===== config.mk =====
export PLATFORM = sky130hd
export DESIGN_NAME = q_max_selector
export DESIGN_NICKNAME = d
export VERILOG_FILES = /design/src/rtl/q_max_selector.sv
export SDC_FILE = /design/constraint.sdc
export NUM_CORES = 1
export LEC_CHECK = 0
export BUFFER_PORTS_ARGS = -buffer_cell sky130_fd_sc_hd__buf_4
export CAP_MARGIN = 20
export CORE_MARGIN = 4
export CORE_UTILIZATION = 40
export CTS_CLUSTER_DIAMETER = 40
export CTS_CLUSTER_SIZE = 14
export DETAILED_ROUTE_END_ITERATION = 10
export PLACE_DENSITY = 0.64
export SYNTH_ARGS = -nofsm -noshare
export SYNTH_HDL_FRONTEND = slang
export SYNTH_SLANG_ARGS = --single-unit

===== constraint.sdc =====
create_clock -name clk -period 6.7 [get_ports clk]
set_clock_uncertainty 0.2 [all_clocks]
set_input_delay 0.67 -clock clk [delete_from_list [all_inputs] [get_ports clk]]
set_output_delay 0.67 -clock clk [all_outputs]
set_load 0.005 [all_outputs]

===== src/rtl/q_max_selector.sv =====
// Sequential Q-table row scanner: reads the nine action entries, skips occupied
// cells and reports the largest legal signed Q-value and its action index.
module q_max_selector #(
  parameter int QW    = 16,
  parameter int NCELL = 9
) (
  input  logic                 clk,
  input  logic                 rst,
  input  logic                 start,
  input  logic [2*NCELL-1:0]   board,
  output logic                 rd_en,
  output logic [3:0]           rd_addr,
  input  logic [QW-1:0]        rd_data,
  output logic                 busy,
  output logic                 done,
  output logic [QW-1:0]        max_Q,
  output logic [3:0]           best_action,
  output logic                 no_legal
);

  typedef enum logic [1:0] {
    S_IDLE,
    S_ISSUE,
    S_DRAIN,
    S_DONE
  } state_t;

  localparam logic [3:0] LAST_ACT = 4'(NCELL - 1);
  localparam logic [3:0] NO_ACT   = 4'hF;

  state_t               state_q, state_d;
  logic [2*NCELL-1:0]   board_q, board_d;
  logic                 rd_en_q, rd_en_d;
  logic [3:0]           rd_addr_q, rd_addr_d;
  logic                 busy_q, busy_d;
  logic                 done_q, done_d;
  logic                 pipe_en_q, pipe_en_d;
  logic [3:0]           pipe_addr_q, pipe_addr_d;
  logic [QW-1:0]        run_max_q, run_max_d;
  logic [3:0]           run_idx_q, run_idx_d;
  logic                 found_q, found_d;
  logic [QW-1:0]        max_q_q, max_q_d;
  logic [3:0]           best_action_q, best_action_d;
  logic                 no_legal_q, no_legal_d;

  logic [15:0]          empty_mask;
  logic [3:0]           next_addr;
  logic                 take;
  logic [QW-1:0]        cand_max;
  logic [3:0]           cand_idx;
  logic                 cand_found;

  always_comb begin
    empty_mask = '0;
    for (int unsigned i = 0; i < NCELL; i++) begin
      empty_mask[i] = (board_q[2*i +: 2] == 2'b00);
    end
  end

  assign next_addr = rd_addr_q + 4'd1;

  // Compare stage: the delayed strobe marks rd_data as the word for pipe_addr_q.
  // Strict '>' keeps the lowest index on ties.
  always_comb begin
    take       = pipe_en_q && (!found_q || ($signed(rd_data) > $signed(run_max_q)));
    cand_max   = take ? rd_data : run_max_q;
    cand_idx   = take ? pipe_addr_q : run_idx_q;
    cand_found = found_q | pipe_en_q;
  end

  always_comb begin
    state_d       = state_q;
    board_d       = board_q;
    rd_en_d       = 1'b0;
    rd_addr_d     = rd_addr_q;
    busy_d        = busy_q;
    done_d        = 1'b0;
    pipe_en_d     = rd_en_q;
    pipe_addr_d   = rd_addr_q;
    run_max_d     = cand_max;
    run_idx_d     = cand_idx;
    found_d       = cand_found;
    max_q_d       = max_q_q;
    best_action_d = best_action_q;
    no_legal_d    = no_legal_q;

    unique case (state_q)
      S_IDLE: begin
        rd_addr_d = '0;
        if (start) begin
          state_d   = S_ISSUE;
          board_d   = board;
          // First issue slot is registered on the accepting edge, so it
          // must look at the incoming board rather than the latched copy.
          rd_en_d   = (board[1:0] == 2'b00);
          busy_d    = 1'b1;
          found_d   = 1'b0;
          run_max_d = '0;
          run_idx_d = NO_ACT;
        end
      end
      S_ISSUE: begin
        if (rd_addr_q == LAST_ACT) begin
          state_d   = S_DRAIN;
          rd_addr_d = '0;
        end else begin
          rd_addr_d = next_addr;
          rd_en_d   = empty_mask[next_addr];
        end
      end
      S_DRAIN: begin
        // Final word is folded in here so results are valid in the done cycle.
        state_d       = S_DONE;
        done_d        = 1'b1;
        max_q_d       = cand_found ? cand_max : '0;
        best_action_d = cand_found ? cand_idx : NO_ACT;
        no_legal_d    = !cand_found;
      end
      S_DONE: begin
        state_d = S_IDLE;
        busy_d  = 1'b0;
      end
      default: begin
        state_d = S_IDLE;
        busy_d  = 1'b0;
      end
    endcase
  end

  always_ff @(posedge clk or posedge rst) begin
    if (rst) begin
      state_q       <= S_IDLE;
      board_q       <= '0;
      rd_en_q       <= 1'b0;
      rd_addr_q     <= '0;
      busy_q        <= 1'b0;
      done_q        <= 1'b0;
      pipe_en_q     <= 1'b0;
      pipe_addr_q   <= '0;
      run_max_q     <= '0;
      run_idx_q     <= NO_ACT;
      found_q       <= 1'b0;
      max_q_q       <= '0;
      best_action_q <= NO_ACT;
      no_legal_q    <= 1'b0;
    end else begin
      state_q       <= state_d;
      board_q       <= board_d;
      rd_en_q       <= rd_en_d;
      rd_addr_q     <= rd_addr_d;
      busy_q        <= busy_d;
      done_q        <= done_d;
      pipe_en_q     <= pipe_en_d;
      pipe_addr_q   <= pipe_addr_d;
      run_max_q     <= run_max_d;
      run_idx_q     <= run_idx_d;
      found_q       <= found_d;
      max_q_q       <= max_q_d;
      best_action_q <= best_action_d;
      no_legal_q    <= no_legal_d;
    end
  end

  assign rd_en       = rd_en_q;
  assign rd_addr     = rd_addr_q;
  assign busy        = busy_q;
  assign done        = done_q;
  assign max_Q       = max_q_q;
  assign best_action = best_action_q;
  assign no_legal    = no_legal_q;

endmodule


# Word-level counts from Yosys, hierarchy flattened
# Cells that the tools add are included.
# classes
n_addsub	1
mul	0
div	0
n_lt_le_gt_ge	2
n_eq_ne	6
shift	0
n_mux	23
bitwise	1
reduce_logical	20
# op_table
op	count
2-to-1 mux 16 bit	4
zero test 2 bit	11
2-to-1 mux 4 bit	5
greater-than comparator 16 bit	1
one-hot mux 2 bit (4 select lines)	1
one-hot mux 4 bit (2 select lines)	1
2-to-1 mux 1 bit	7
AND reduction 2 bit	3
< comparator 4 x 5 -> 1 bit, second input constant	1
adder 4 x 1 -> 4 bit, second input constant	1
binary-select mux 1 bit (select 4 bit)	1
equality test 2 bit, second input constant	2
equality test 4 bit, second input constant	1
2-to-1 mux 2 bit	2
inequality test 2 bit, second input constant	2
one-hot mux 1 bit (2 select lines)	2
nonzero test 2 bit	2
equality test 2 x 1 -> 1 bit, second input constant	1
zero test 1 bit	2
logical AND 1 bit	1
logical OR 1 bit	1
OR 1 bit	1
# totals
reg_bits	74
latchBits	0
ram_bits	0
romBits	0
in_bits	37
wordCells	67
n_memories	0

# Longest topological paths before layout
# Gate-level depths: netlist of the first run.
# logic_depth
depth_word	6
depth_mapped	9
depth_no_buf	8

# Least setup slack after synthesis of the first run
# Ideal clock, no wire load.
# synth_timing
path_type	input to register
startpoint	input rd_data[15]
endpoint	register max_q_q[0], in the netlist max_Q[0]
setup_ns	0.126
arrival_time_ns	2.207
path_slack_ns	4.167
path_stages	8
path_buffers	1
path_cell_list	ha_1 -> nand4_1 -> nor3_1 -> o21ai_1 -> a21boi_4 -> nor2_2 -> buf_6 -> a221o_1
# synth_between
elab_chain_len	5
# synth_lines
item	line_no	source
from (decl)	13	input logic [QW-1:0] rd_data,
greater-than comparator 16 bit	65	take = pipe_en_q && (!found_q || ($signed(rd_data) > $signed(run_max_q)));
logical OR 1 bit	65	
logical AND 1 bit	65	
2-to-1 mux 16 bit	66	cand_max = take ? rd_data : run_max_q;
2-to-1 mux 16 bit	115	max_q_d = cand_found ? cand_max : '0;
to (signal assigned)	158	max_q_q <= max_q_d;
to (decl)	42	logic [QW-1:0] max_q_q, max_q_d;
# Every way passes these cells.
# A chain may end at the register's enable or synchronous reset.

# Worst setup path after layout of the first run
# layout_timing
startpoint	input rd_data[15]
endpoint	register max_q_q[14], in the netlist max_Q[14]
# Same word-level chain as after synthesis.

==> run_results.csv, run 1 <==
group,metric,value,unit
critical_path,cp_max_fo,20,
die,core,8680,um2
routing,drt_first_pass_iters,4,
power,peakVddDrop,169,uV
yosys,async_flop_share,1.00,
yosys,synthCells,355,
clocking,htreeDepth,3,
grt,grt_first_pass_wirelength,13.2,mm
critical_path,cp_slowest_cell,"and2_1",
yosys,post_synth_num_cell_types,40,
final_layout,num_antenna_cells,0,
place,gp_congestion,0.752,
critical_path,worst-path-buf-inv,1,
timing,max_slew.worst_pin.slew,0.925,ns
power,total_leakage_power,2.11,nW
min_path,hold_path.class,"register to register",
grt,grt_start_max_net_pins,75,
critical_path,start_kind,"primary input",
power,p_total,1.89,mW
routing,drc,0,
yosys,synth_edf_count,0,
timing,fin_crit,3.22,ns
clocking,root_buffer,"clkbuf_8",
place,dp_hpwl,5.25,mm
routing,final_antenna_net_count,0,
yosys,yosysSeqAreaShare,0.524,
die,die_w,102,um
routing,dr.first_iter.drc_count,97,
timing,slew_headroom,0.383,
clocking,clkLatencyLatePin,0.35,ns
routing,wire_per_inst,14.7,um
critical_path,reg2reg_slack,3.52,ns
clocking,cts_tree,"yes",
grt,overflow,0,
critical_path,reg2regPathDepth,8,
timing,max_freq,0.311,GHz
critical_path,critPathMaxStageDelay,0.79,ns
yosys,syn_nets,414,
timing,hold_viol_final,0,
min_path,min_from,"rd_en$_DFF_PP0_",
critical_path,r2r-end,"max_Q[14]$_DFFE_PP0P_",
power,powerDensity,434,nW/um2
timing,finalCritPeriodShare,0.480,
yosys,ys_ff_latch,74,
timing,final-setup-viol-count,0,
yosys,syn_area,3550,um2
clocking,numCtsBuffers,9,
yosys,syn_area_per_cell,10.0,um2
critical_path,crit_type,"primary input to register",
clocking,post_cts_resized,0,
timing,rsz0062_at_grt,"no",
die,initial_core_util,0.409,
final_layout,drive_gt1_frac,0.230,
critical_path,crit_arrival,3.30,ns
clocking,clkTransAtPathRegs,0.07,ns
clocking,cts_sinks,74,
critical_path,path_delay_family,"simple AND/OR/NAND/NOR gates",
die,rows,34,
final_layout,nNetsFinal,476,
routing,finalWirelength,7.78,mm
yosys,synth_warnings,0,
die,ios,65,
min_path,min_to,"pipe_en_q$_DFF_PP0_",
grt,grt.total_usage,0.159,
routing,vias,2764,
timing,slew_viol_final,0,
min_path,holdPathStages,0,
timing,tns,0,ns
critical_path,crit_required,6.78,ns
final_layout,area_growth,22.7,%
yosys,synth_ff_type,"dfrtp_1",
clocking,postCtsSetupRepairBufs,0,
routing,via_per_inst,5.22,
clocking,cts_hold_buf,0,
die,dieArea,10500,um2
critical_path,path_cells,"buf_4, ha_1, nand4_1, nor3_1, o21ai_1, a21boi_4, and2_1, a221o_1",
place,portBuffers,64,
flow_run,max_cap_violations,0,
critical_path,crit_path_end_kind,"register",
grt,grt_pass1_vias,2821,
die,die_h,102,um
grt,antenna_found_initial,0,
outcome,status,"complete, no violations",
clocking,cts_buffer_depth,2,
## stage by stage
stage | hold WS [ns] | util | setup WS (ns) | cell area (um2) | instances
2_1_floorplan | 0.176 | - | 3.96 | 3550 | 355
3_3_place_gp | 0.207 | 0.474 | 2.77 | 4110 | 513
3_5_place_dp | 0.230 | 0.474 | 2.68 | 4110 | 513
4_1_cts | 0.251 | 0.499 | 3.03 | 4330 | 529
5_1_grt | 0.251 | 0.502 | 3.21 | 4360 | 530
6_report | 0.259 | 0.502 | 3.48 | 4360 | 530
## placed cells by master (no fill, tap or decap), types with 4 or more instances in the layout
master    count
a211oi_1      5
a21oi_1       8
a221o_1      16
a31oi_1       4
buf_4        67
clkbuf_8     10
dfrtp_1      66
dfstp_2       8
ha_1         22
inv_1        28
nand2_1      67
nand3_1      18
nor2_1        9
nor2b_1      19
nor3_1       12
o21ai_0      11
o311ai_0      4
o31ai_1      15
## final cells by class
class                      instances  area, um2
clock inverter                     5       77.6
tap                              108        135
multi-input combinational        235       1510
fill                             827       4320
sequential                        74       1860
inverter                          29        109
clock buffer                      11        141
timing repair buffer              68        531
## registers in the layout, summed over array words and instances, names as in the netlist, named ones only
signal / flops
busy: 1
run_idx_q: 4
done: 1
pipe_addr_q: 4
pipe_en_q: 1
rd_addr: 4
best_action: 4
run_max_q: 15
found_q: 1
state_q: 2
board_q: 18
rd_en: 1
no_legal: 1
max_Q: 16
## metal layers
layer | track usage | routed length (um)
met5 | 0 | 0
met4 | 0.0525 | 108
met3 | 0.0321 | 496
met1 | 0.203 | 3400
met2 | 0.271 | 3780
## cells in the mapped netlist (4+ instances only)
cell type,n,area (um2)
a211oi_1,5,37.5
inv_1,29,109
a21oi_1,8,40.0
o21ai_0,11,55.1
ha_1,22,275
nand3_1,18,90.1
nor3_1,12,60.1
clkbuf_1,9,33.8
a31oi_1,4,25.0
nor2b_1,19,119
nand2_1,67,251
nor2_1,9,33.8
dfstp_2,8,210
o311ai_0,4,35.0
a221o_1,16,160
o31ai_1,15,113
buf_2,5,25.0
dfrtp_1,66,1650
## cell families (layout without fill, tap and decap cells)
kind of cell             after synthesis  after routing  synth area share
AND/OR/NAND/NOR                      137            137             0.180
buffers and inverters                 46            113            0.0525
multiplexers                           2              2           0.00599
XOR/XNOR                               2              2           0.00493
adder cells (fa/ha/maj)               22             22            0.0775
flip-flops                            74             74             0.524
AO/OA/AOI/OAI                         72             72             0.155
## worst max-delay path by stage
stage	from	endpoint	slack, ns	depth (start not counted)
2_1_floorplan	rst	asynchronous set/reset pin	3.96	1
3_3_place_gp	rd_data[15]	max_Q[3]$_DFFE_PP0P_	2.77	8
3_5_place_dp	rd_data[15]	max_Q[13]$_DFFE_PP0P_	2.68	8
4_1_cts	rd_data[15]	max_Q[14]$_DFFE_PP0P_	3.03	8
5_1_grt	register	max_Q[9]$_DFFE_PP0P_	3.21	8
6_report	rd_data[15]	max_Q[14]$_DFFE_PP0P_	3.48	8
## worst reg2reg max path: stages, from the launching register on
cell	delay (ns)
dfrtp_1	0.36
inv_1	0.06
ha_1	0.30
nand4_1	0.14
nor3_1	0.35
o21ai_1	0.19
a21boi_4	0.46
and2_1	0.79
a221o_1	0.29
## power by group
| part | switching, mW | internal [mW] | total, mW |
|---|---|---|---|
| registers | 0.115 | 0.652 | 0.766 |
| clock network | 0.164 | 0.219 | 0.383 |
| logic | 0.385 | 0.359 | 0.744 |
| total | 0.664 | 1.23 | 1.89 |
Power figures use the tool's default switching activity.
==> run 2, diff against run 1 <==
--- a/config.mk
+++ b/config.mk
@@ -5,6 +5,7 @@
 export SDC_FILE = /design/constraint.sdc
 export NUM_CORES = 1
 export LEC_CHECK = 0
+export ABC_AREA = 1
 export BUFFER_PORTS_ARGS = -buffer_cell sky130_fd_sc_hd__buf_4
 export CAP_MARGIN = 20
 export CORE_MARGIN = 4
@@ -12,7 +13,7 @@
 export CTS_CLUSTER_DIAMETER = 40
 export CTS_CLUSTER_SIZE = 14
 export DETAILED_ROUTE_END_ITERATION = 10
-export PLACE_DENSITY = 0.64
+export PLACE_DENSITY = 0.66
 export SYNTH_ARGS = -nofsm -noshare
 export SYNTH_HDL_FRONTEND = slang
 export SYNTH_SLANG_ARGS = --single-unit
==> constraint.sdc (replaced) <==
create_clock -name clk -period 2.9 [get_ports clk]
set_clock_uncertainty 0.2 [all_clocks]
set_input_delay 0.29 -clock clk [delete_from_list [all_inputs] [get_ports clk]]
set_output_delay 0.29 -clock clk [all_outputs]
set_load 0.005 [all_outputs]
==> run 2 against run 1 <==
Total power grew 140%. Global-route usage up 0.43 points. Flip-flop and latch count unchanged. Critical path depth is 8 higher. Sequential power increased by 130%. Register-to-register slack got worse by 3.0 ns. Non-clock buffer count is 28 higher. Via count grew 11%.
==> run_results.csv, run 2 <==
group,metric,value,unit
outcome,status,"complete, no violations",
flow_run,max_cap_violations,0,
routing,wire_per_inst,13.3,um
final_layout,area_growth,27.9,%
critical_path,crit_path_end_kind,"register",
timing,finalCritPeriodShare,0.835,
timing,max_freq,0.413,GHz
final_layout,final_common_cell,"nand2_1",
critical_path,crit_arrival,2.50,ns
yosys,syn_nets,483,
critical_path,crit_type,"register to register",
yosys,synth_most_common_cell,"nand2_1",
yosys,synth_warnings,0,
timing,final-setup-viol-count,0,
die,ios,65,
routing,via_per_inst,4.86,
grt,overflow,0,
yosys,syn_area,3660,um2
timing,hold_viol_final,0,
yosys,yosysSeqAreaShare,0.508,
power,powerDensity,959,nW/um2
place,dp_hpwl,5.81,mm
clocking,numCtsBuffers,9,
die,die_w,104,um
die,rows,34,
timing,tns,0,ns
timing,slew_viol_final,0,
die,initial_core_util,0.416,
yosys,yosys.area.top_type_share,0.451,
critical_path,start_kind,"register",
grt,grt.total_usage,0.163,
min_path,hold_path.class,"primary input to register",
yosys,synth_ff_type,"dfrtp_1",
final_layout,num_antenna_cells,0,
grt,antenna_found_initial,0,
yosys,synth_edf_count,0,
timing,slew_headroom,0.721,
timing,max_slew.worst_pin.slew,0.413,ns
timing,rsz0062_at_grt,"no",
clocking,postCtsSetupRepairBufs,0,
routing,finalWirelength,8.38,mm
final_layout,largest_reg_flops,18,
clocking,cts_sinks,74,
routing,drt_first_pass_iters,4,
grt,grt_pass1_vias,3182,
yosys,post_synth_num_cell_types,33,
power,total_leakage_power,2.49,nW
die,core,8810,um2
yosys,ys_ff_latch,74,
power,peakVddDrop,460,uV
yosys,async_flop_share,1.00,
clocking,root_buffer,"clkbuf_8",
yosys,synth_common_cells,"nand2_1 (115), dfrtp_1 (66), inv_1 (49)",
clocking,htreeDepth,3,
critical_path,reg2regPathDepth,16,
clocking,cts_buffer_depth,2,
yosys,synthCells,424,
yosys,yosysTopAreaCell,"dfrtp_1",
grt,grt_start_max_net_pins,75,
final_layout,regMostFlops,"board_q",
routing,dr.first_iter.drc_count,104,
critical_path,cp_max_fo,11,
routing,drc,0,
routing,final_antenna_net_count,0,
final_layout,drive_gt1_frac,0.251,
clocking,cts_tree,"yes",
die,die_h,104,um
final_layout,nNetsFinal,576,
clocking,clkTransAtPathRegs,0.08,ns
final_layout,mostFrequentLayoutCells,"nand2_1 (115), buf_4 (74), dfrtp_1 (66)",
final_layout,utilization,0.532,
die,dieArea,10800,um2
min_path,holdPathStages,4,
critical_path,crit_required,2.98,ns
routing,vias,3061,
yosys,synth.area.top_cells,"dfrtp_1 (45%), nand2_1 (12%), ha_1 (7.5%)",
clocking,clkLatencyLatePin,0.34,ns
final_layout,fill_cells,847,
place,gp_congestion,0.764,
timing,fin_crit,2.42,ns
yosys,syn_area_per_cell,8.64,um2
grt,grt_first_pass_wirelength,14.5,mm
place,portBuffers,64,
-- run 2: changes by cell type after synthesis, sizes merged, moves of 4 or more --
cell,delta
a211oi,-5
a221o,-16
a31oi,-4
inv,+21
nand2,+71
nand3,+21
nand3b,+14
nor2,+18
nor2b,-19
nor3,-8
o31ai,-13
or2,+4
-- run 2: layer usage --
layer / share of wire / global-route usage / vias up
met5: 0 / 0 / -
met4: 0.020 / 0.0617 / 0
met3: 0.046 / 0.0299 / 15
met2: 0.48 / 0.278 / 79
met1: 0.46 / 0.208 / 1442
li1: - / - / 1525
-- run 2: path summary, 6_finish.rpt --
path | startpoint | end | slack, ns
max | run_max_q[7]$_DFF_PP0_ | best_action[2]$_DFFE_PP1P_ | 0.48
min | start | busy$_DFFE_PP0P_ | 0.06
max reg2reg | run_max_q[7]$_DFF_PP0_ | best_action[2]$_DFFE_PP1P_ | 0.48
min reg2reg | rd_en$_DFF_PP0_ | pipe_en_q$_DFF_PP0_ | 0.22
max in group asynchronous | rst | best_action[1]$_DFFE_PP1P_ | 1.77
min in group asynchronous | rst | max_Q[8]$_DFFE_PP0P_ | 0.39
-- run 2: final cells by class --
type	instances	area [um2]	share of cell area
flip-flops and latches	74	1860	0.397
multi-input cells	284	1530	0.326
repair buffers	96	796	0.170
inverters	52	195	0.0416
clock buffers	10	138	0.0294
well taps	108	135	0.0288
clock inverters	6	32.5	0.00694
-- run 2: kinds of logic (layout without fill, tap and decap cells) --
| group | after synthesis | count (layout) | share of synthesized area |
|---|---|---|---|
| DFF | 74 | 74 | 0.508 |
| and+or+nand+nor | 229 | 229 | 0.286 |
| AOI/OAI and AO/OA | 31 | 31 | 0.0516 |
| buffers and inverters | 66 | 164 | 0.0745 |
| adders and majority gates | 22 | 22 | 0.0751 |
| xor gates and xnor gates | 2 | 2 | 0.00478 |
-- run 2: what timing repair did --
action | 4_1_cts | 5_1_grt
endpoints found under the hold margin | 85 | 0
hold buffers | 20 | 0
resized for setup | 0 | 0
-- run 2: through the flow --
stage | cell area [um2] | hold slack [ns] | worst slack [ns] | instances | total power [mW]
after floorplan | 3660 | 0.176 | 0.542 | 424 | 3.06
after global routing | 4690 | 0.0942 | 0.227 | 630 | 4.92
after CTS | 4690 | 0.0486 | 0.450 | 630 | 4.56
after detailed placement | 4320 | 0.201 | 0.423 | 594 | 3.79
after global placement | 4320 | 0.207 | 0.465 | 594 | 3.72
final | 4690 | 0.0611 | 0.478 | 630 | 4.50
-- run 2: critical path: stages, from the launching register on --
cell and delay [ns]:
dfrtp_1 0.37, inv_1 0.08, ha_1 0.25, a21o_1 0.20
nor2_1 0.10, nand3_1 0.10, nand2_1 0.11, nand2_1 0.06
nand2_1 0.05, nand2_1 0.06, nand2_2 0.07, nand2_2 0.21
buf_12 0.25, nand2_2 0.06, nand3_1 0.08, nand2_1 0.07
inv_1 0.03
-- run 2: power by group --
part	total (mW)	internal, mW	switching, mW
Combinational	2.04	0.884	1.16
Clock	0.711	0.326	0.385
Sequential	1.74	1.52	0.222
